<file path="src/rtl/uart_tx_arbiter.sv">
// -----------------------------------------------------------------------------
// uart_tx_arbiter
//
// Two-requester UART transmitter. Each requester offers one byte at a time on
// a valid/ready pair; a round-robin arbiter picks one requester while the line
// is idle, the byte is captured, and it is serialised as an 8N1 frame
// (start bit 0, data LSB first, stop bit 1). Each bit lasts DIV = CLK_F/BAUD
// clock cycles.
//
// Optional feature (compile-time macro UART_TX_PARITY_EN):
//   when defined, an even-parity bit (XOR of the data byte) is inserted
//   between data[7] and the stop bit, giving an 11-bit frame.
//
// Handshake: reqN_ready is combinational and is only ever raised in IDLE for
// the single requester that wins arbitration. A byte is transferred on the
// rising clock edge where reqN_valid and reqN_ready are both high. Requesters
// hold valid and data stable until they see ready; a valid that drops before
// that edge is simply never accepted.
//
// Ports:
//   clk         in   single clock, all logic on posedge
//   rst_n       in   asynchronous active-low reset
//   req0_valid  in   requester 0 offers a byte
//   req0_data   in   requester 0 byte [7:0]
//   req0_ready  out  requester 0 byte accepted this cycle
//   req1_valid  in   requester 1 offers a byte
//   req1_data   in   requester 1 byte [7:0]
//   req1_ready  out  requester 1 byte accepted this cycle
//   tx          out  serial line, idle high, registered
//   busy        out  frame in progress (FSM is in SEND)
//   grant_id    out  requester owning the current or last frame
//   bit_cnt     out  bit periods completed in the current frame [3:0]
// -----------------------------------------------------------------------------
module uart_tx_arbiter #(
    parameter int CLK_F = 25000000,
    parameter int BAUD  = 9600
) (
    input  logic       clk,
    input  logic       rst_n,
    input  logic       req0_valid,
    input  logic [7:0] req0_data,
    output logic       req0_ready,
    input  logic       req1_valid,
    input  logic [7:0] req1_data,
    output logic       req1_ready,
    output logic       tx,
    output logic       busy,
    output logic       grant_id,
    output logic [3:0] bit_cnt
);

    // Cycles per bit; values below 2 are not supported.
    localparam int DIV = CLK_F / BAUD;
    localparam int CW  = $clog2(DIV + 1);
    localparam logic [CW-1:0] DIV_LAST = CW'(DIV - 1);

`ifdef UART_TX_PARITY_EN
    localparam logic [3:0] FRAME_LEN = 4'd11;
`else
    localparam logic [3:0] FRAME_LEN = 4'd10;
`endif

    typedef enum logic {
        IDLE = 1'b0,
        SEND = 1'b1
    } state_t;

    state_t          state;
    state_t          state_next;

    logic [CW-1:0]   baud_cnt;
    logic [3:0]      bit_cnt_q;
    logic [7:0]      data_q;
    logic            tx_q;
    logic            grant_q;
    // Requester that wins the next contested grant (the one not granted last).
    logic            rr_prefer;

    logic            pick;
    logic            accept;
    logic            period_end;
    logic            last_bit;

    // Value driven on the line during bit period idx of the frame.
    function automatic logic frame_bit(input logic [3:0] idx, input logic [7:0] d);
        logic b;
        b = 1'b1;
        case (idx)
            4'd0: b = 1'b0;
            4'd1: b = d[0];
            4'd2: b = d[1];
            4'd3: b = d[2];
            4'd4: b = d[3];
            4'd5: b = d[4];
            4'd6: b = d[5];
            4'd7: b = d[6];
            4'd8: b = d[7];
`ifdef UART_TX_PARITY_EN
            4'd9: b = ^d;
`endif
            default: b = 1'b1;
        endcase
        return b;
    endfunction

    assign last_bit = (bit_cnt_q == FRAME_LEN - 4'd1);

    // -------------------------------------------------------------------------
    // FSM state register
    // -------------------------------------------------------------------------
    always_ff @(posedge clk or negedge rst_n) begin
        if (!rst_n) begin
            state <= IDLE;
        end else begin
            state <= state_next;
        end
    end

    // -------------------------------------------------------------------------
    // Arbitration, handshake and next-state logic
    // -------------------------------------------------------------------------
    always_comb begin
        state_next = state;
        accept     = 1'b0;
        period_end = 1'b0;
        req0_ready = 1'b0;
        req1_ready = 1'b0;

        // Contested: round-robin choice; otherwise whoever is valid.
        if (req0_valid && req1_valid) begin
            pick = rr_prefer;
        end else begin
            pick = req1_valid;
        end

        case (state)
            IDLE: begin
                // Ready is gated by rst_n so it drops the instant reset asserts.
                if (rst_n && (req0_valid || req1_valid)) begin
                    accept     = 1'b1;
                    req0_ready = ~pick;
                    req1_ready = pick;
                    state_next = SEND;
                end
            end
            SEND: begin
                if (baud_cnt == DIV_LAST) begin
                    period_end = 1'b1;
                    if (last_bit) begin
                        state_next = IDLE;
                    end
                end
            end
            default: state_next = IDLE;
        endcase
    end

    // -------------------------------------------------------------------------
    // Datapath: capture, baud timing, bit counting and line driver
    // -------------------------------------------------------------------------
    always_ff @(posedge clk or negedge rst_n) begin
        if (!rst_n) begin
            baud_cnt  <= '0;
            bit_cnt_q <= 4'd0;
            data_q    <= 8'h00;
            tx_q      <= 1'b1;
            grant_q   <= 1'b0;
            rr_prefer <= 1'b0;
        end else begin
            if (state == IDLE) begin
                if (accept) begin
                    data_q    <= pick ? req1_data : req0_data;
                    grant_q   <= pick;
                    rr_prefer <= ~pick;
                    baud_cnt  <= '0;
                    bit_cnt_q <= 4'd0;
                    // Start bit goes out on the cycle right after acceptance.
                    tx_q      <= 1'b0;
                end
            end else begin
                if (period_end) begin
                    baud_cnt <= '0;
                    if (bit_cnt_q < FRAME_LEN) begin
                        bit_cnt_q <= bit_cnt_q + 4'd1;
                    end
                    // After the stop bit the line simply stays high.
                    if (last_bit) begin
                        tx_q <= 1'b1;
                    end else begin
                        tx_q <= frame_bit(bit_cnt_q + 4'd1, data_q);
                    end
                end else begin
                    baud_cnt <= baud_cnt + CW'(1);
                end
            end
        end
    end

    assign tx       = tx_q;
    assign busy     = (state == SEND);
    assign grant_id = grant_q;
    assign bit_cnt  = bit_cnt_q;

endmodule

</file>
<file path="config.mk">
export PLATFORM = sky130hd
export DESIGN_NAME = uart_tx_arbiter
export DESIGN_NICKNAME = d
export VERILOG_FILES = /design/src/rtl/uart_tx_arbiter.sv
export SDC_FILE = /design/constraint.sdc
export NUM_CORES = 1
export LEC_CHECK = 0
export ABC_CLOCK_PERIOD_IN_PS = 2900
export BUFFER_PORTS_ARGS = -buffer_cell sky130_fd_sc_hd__buf_4
export CAP_MARGIN = 10
export CORE_ASPECT_RATIO = 1.5
export CORE_MARGIN = 5
export CORE_UTILIZATION = 30
export CTS_BUF_LIST = sky130_fd_sc_hd__clkbuf_16
export DETAILED_ROUTE_END_ITERATION = 16
export SYNTH_ARGS = -nofsm -noshare
export SYNTH_HDL_FRONTEND = slang
export SYNTH_SLANG_ARGS = --single-unit
</file>
<file path="constraint.sdc">
create_clock -name clk -period 2.9 [get_ports clk]
set_input_delay 0.145 -clock clk [delete_from_list [all_inputs] [get_ports clk]]
set_output_delay 0.145 -clock clk [all_outputs]
set_load 0.02 [all_outputs]
</file>
---- Yosys cells after proc, flatten, opt, wreduce, memory -nomap -nowiden ----
Cells that the tools add are included.
word-level totals
  bits of input ports ..................... 20
  word-level logic and storage cells ...... 57
  output and inout port bits .............. 9
  bits in registers ....................... 28
operators by class
  reductions and logical operators ........ 8
  eq/ne operators ......................... 12
  bitwise operators ....................... 2
  order comparisons ....................... 1
  add/subtract/negate cells ............... 2
  mux-type cells .......................... 25
operators with widths
  kind                                                   number
  two-way mux 12 bit                                     3
  == test 4 x 3 -> 1 bit, second input constant          4
  two-way mux 4 bit                                      4
  two-way mux 1 bit                                      15
  adder 12 x 1 -> 12 bit, second input constant          1
  == test 12 bit, second input constant                  1
  case mux 1 bit (9 select lines)                        1
  == test 4 x 2 -> 1 bit, second input constant          2
  == test 4 bit, second input constant                   2
  two-way mux 8 bit                                      1
  adder 4 x 1 -> 4 bit, second input constant            1
  == test 4 x 1 -> 1 bit, second input constant          1
  zero test 4 bit                                        1
  < comparator 4 bit, second input constant              1
  inequality test 2 x 1 -> 1 bit, second input constant  2
  AND reduction 2 bit                                    2
  AND reduction 3 bit                                    1
  logical AND 1 bit                                      2
  NOT 1 bit                                              2
  case mux 1 bit (2 select lines)                        1
  nonzero test 2 bit                                     1
  logical OR 1 bit                                       1

---- Longest topological paths before layout ----
  depth in word-level cells ............... 6
  mapped depth ............................ 7
  depth with buffers taken out ............ 6

---- Worst setup path after synthesis ----
OpenSTA, ideal clock, no wires.
  kind .................................... register -> register
  from .................................... register baud_cnt[7]
  to ...................................... register bit_cnt_q[2], in the netlist bit_cnt[2]
  required time ........................... 2.775 ns
  library setup time ...................... 0.125 ns
  arrival time ............................ 1.920 ns
  buffers on the path ..................... 0
  cell stages (with the launch flop) ...... 6
  period minus slack after synthesis ...... 2.045 ns
  slack ................................... 0.855 ns
  path through ............................ dfrtp_1 > or4b_4 > nor4_4 > nand2_1 > a21oi_2 > mux2_2
on the way
  longest elaborated chain between the ends .. 5
RTL lines
  element                                          line  text
  from (decl)                                      71    logic [CW-1:0] baud_cnt;
  from (signal assigned)                           193   baud_cnt <= baud_cnt + CW'(1);
  == test 12 bit                                   147   if (baud_cnt == DIV_LAST) begin
  two-way mux 1 bit                                147
  two-way mux 1 bit                                136   case (state)
  inequality test 2 x 1 -> 1 bit (no source line)  --
  AND reduction 3 bit (no source line)             --
  to (signal assigned)                             184   bit_cnt_q <= bit_cnt_q + 4'd1;
  to (decl)                                        72    logic [3:0] bit_cnt_q;
No other way between the ends.
A chain may end at the register's enable or synchronous reset.

---- Final worst setup path ----
  from .................................... register baud_cnt[0]
  to ...................................... register bit_cnt_q[2], in the netlist bit_cnt[2]
Same word-level chain as after synthesis.

==> flow_summary.json <==
{
  "fin_crit_sh_pct": 77.0,
  "syn_inst": 168,
  "ant_nets": 0,
  "routed_wl_mm": 3.34,
  "cpPeakStageDelay_ns": 0.52,
  "synth_common_cells": "o21ai_0, dfrtp_1, nand2_1, mux2i_1, nor2_1",
  "die_h_um": 98.9,
  "drt_pass1_iterations": 4,
  "drv_slew": 0,
  "gp_congestion": 0.764,
  "route.detailed.drc": 0,
  "coreArea_mm2": 0.00512,
  "syn_nets": 194,
  "grt_antenna_before_repair": 0,
  "yosysTopAreaCell": "dfrtp_1",
  "h-tree-depth": 1,
  "synth_edf_count": 0,
  "synth_cell_types": 39,
  "finalHoldViolCount": 0,
  "reg2reg_from": "baud_cnt[0]",
  "ys.flop_type": "dfrtp_1",
  "synth_area_leaders": "dfrtp_1, o21ai_0, mux2i_1",
  "die_area_mm2": 0.00685,
  "p_leak_nw": 0.912,
  "min_path_type": "in -> reg",
  "min_period_ns": 2.23,
  "regToRegSetupSlack_ns": 0.67,
  "clkLatencyLatePin_ns": 0.26,
  "io_buffers": 28,
  "post_cts_buffers": 0,
  "wl_per_cell_um": 12.6,
  "clk_path_buf_depth": 2,
  "place_ws_ns": 0.682,
  "r2r_end": "bit_cnt[2]",
  "first_iter_violations": 10,
  "power_density_mw_per_mm2": 610,
  "setup-tns-final_ns": 0,
  "cp_data_required_time_ns": 3.05,
  "maxCapViolations": 0,
  "synth.most_common_cell": "o21ai_0",
  "cts_hold_buf": 1,
  "drive_gt1_share_pct": 21.7,
  "yosysTopAreaCellShare_pct": 42.7,
  "cp.arrival_ns": 2.38,
  "tightest_slew_ns": 0.578,
  "clk_pin_slew_ns": 0.07,
  "vdd_drop_max_uv": 311,
  "muxShareOfSynthArea_pct": 7.04,
  "synth-compound-area-share_pct": 17.7,
  "yosys_warnings": 0,
  "crit_path_end_kind": "flip-flop",
  "tritoncts": "yes",
  "post_cts_resized": 0,
  "critical-path-slowest-cell": "or4bb_1",
  "grt_max_degree": 30,
  "cp-start-kind": "flip-flop",
  "setup_ws_ns": 0.667,
  "synth_top_family_by_area": "simple AND/OR/NAND/NOR gates",
  "grt_pass1_wl_mm": 5.62,
  "cp-endpoint": "bit_cnt[2]",
  "cts.sinks": 28,
  "grt_pass1_vias": 1254,
  "yosys.area_share.xor_xnor_pct": 2.22,
  "critPathKind": "reg -> reg",
  "final_nets": 225,
  "status": "finished clean",
  "synthArstFlopShare_pct": 100,
  "setup_viol": 0,
  "fmax_mhz": 448,
  "min_path_cells": 3,
  "vias": 1304,
  "synth_fa_ha_area_share_pct": 4.75,
  "num_io_pins": 29,
  "grtUsageTotal_pct": 9.95,
  "grt_remaining_overflow": 0,
  "synth_simple_gate_area_share_pct": 20.1,
  "num_rows": 32,
  "viasPerCell": 4.90,
  "cp_cell_sequence": "ha_1 > or4bb_1 > nor4_4 > nand2_1 > a21oi_2 > mux2_2",
  "n_antenna_cell": 0,
  "ys_ff_latch": 28,
  "max-slew-margin-rel_pct": 61.4,
  "timing.critical_path.fanout_max": 5,
  "cts_root_buffer": "clkbuf_16",
  "synth_seq_area_share_pct": 44.4,
  "rr_worst_depth": 6,
  "initial_core_util_pct": 30.9,
  "cts_buffers": 3,
  "layout-area-overhead-vs-synth_pct": 24.1,
  "netlist_area_mm2": 0.00158,
  "clock_skew_ns": 0.00126,
  "synth.avg_cell_area_um2": 9.41,
  "startpoint": "baud_cnt[0]",
  "hpwl_mm": 2.51,
  "rsz0062_at_grt": "no",
  "die_w_um": 69.3
}
[layer usage]
layer  share of wire [%]  up-vias  GRT usage [%]
met4                 1.2        0           3.16
met3                 4.0        4           1.53
met1                  42      612           10.9
met2                  53       29           19.3
li1                    -      659              -
met5                   0        -              0
[power by group]
group	total (W)	leakage, nW	switching (W)	internal, W
clock	0.000314	0.0423	0.000129	0.000185
combinational	0.000294	0.521	0.000153	0.000141
sequential	0.000590	0.348	0.000107	0.000483
total	0.00120	0.912	0.000389	0.000808
[worst max-delay path: cells and delay by family, from the launching register on]
family	cells	cell delay (ns)
flip-flops	1	0.40
adder cells (fa/ha/maj)	1	0.24
multiplexers	1	0.37
AO/OA/AOI/OAI	1	0.23
AND/OR/NAND/NOR	3	0.88
[through the flow]
step	total power (W)	util [%]	instance area [um2]	instances	hold WS, ns
6_report	0.00120	38.3	1960	266	0.165
5_1_grt	0.00128	38.3	1960	266	0.180
4_1_cts	0.00121	38.3	1960	266	0.167
3_5_place_dp	0.000894	36.5	1870	261	0.0915
3_3_place_gp	0.000886	36.5	1870	261	0.0912
2_1_floorplan	0.000782	-	1580	168	-0.151
[cell families (layout without fill, tap and decap cells)]
kind of cell,count (synthesis),after routing
AND/OR/NAND/NOR,60,60
AO/OA/AOI/OAI,45,45
flip-flops,28,28
buffers and inverters,14,44
multiplexers,11,11
adder cells (fa/ha/maj),6,6
XOR/XNOR,4,4
[area by class of cell]
cell class                      count  area [um2]
Timing Repair Buffer               33         250
Sequential cell                    28         702
Multi-Input combinational cell    126         820
Inverter                            7        26.3
Fill cell                         566        3160
Clock buffer                        3        75.1
Tap cell                           68        85.1
Clock inverter                      1        3.75
[cells in the final DEF (no fill, tap or decap), drive strengths merged, types with 2 or more instances in the layout]
cell type,n
a21oi,3
a22oi,3
and3,3
buf,32
clkbuf,3
dfrtp,27
ha,6
inv,8
mux2i,10
nand2,23
nand2b,2
nand3,5
nand4,5
nor2,9
nor2b,4
nor3,2
nor4,2
o21ai,30
o31ai,2
o41ai,2
xnor2,2
xor2,2
[sequential cells by signal, indices dropped and copies added, names as in the netlist]
signal and flops:
grant_id 1, tx 1, bit_cnt 4, rr_prefer 1, data_q 8, baud_cnt 12
busy 1
[how the worst min path moves through the flow]
stage | start | end
finish | req1_data[2] | data_q[2]
CTS | req1_data[0] | data_q[0]
global placement | rst_n | data_q[7]
global route | req1_data[2] | data_q[2]
floorplan | rst_n | baud_cnt[0]
detailed placement | rst_n | data_q[1]
No activity file was read; power rests on OpenSTA's default activity.
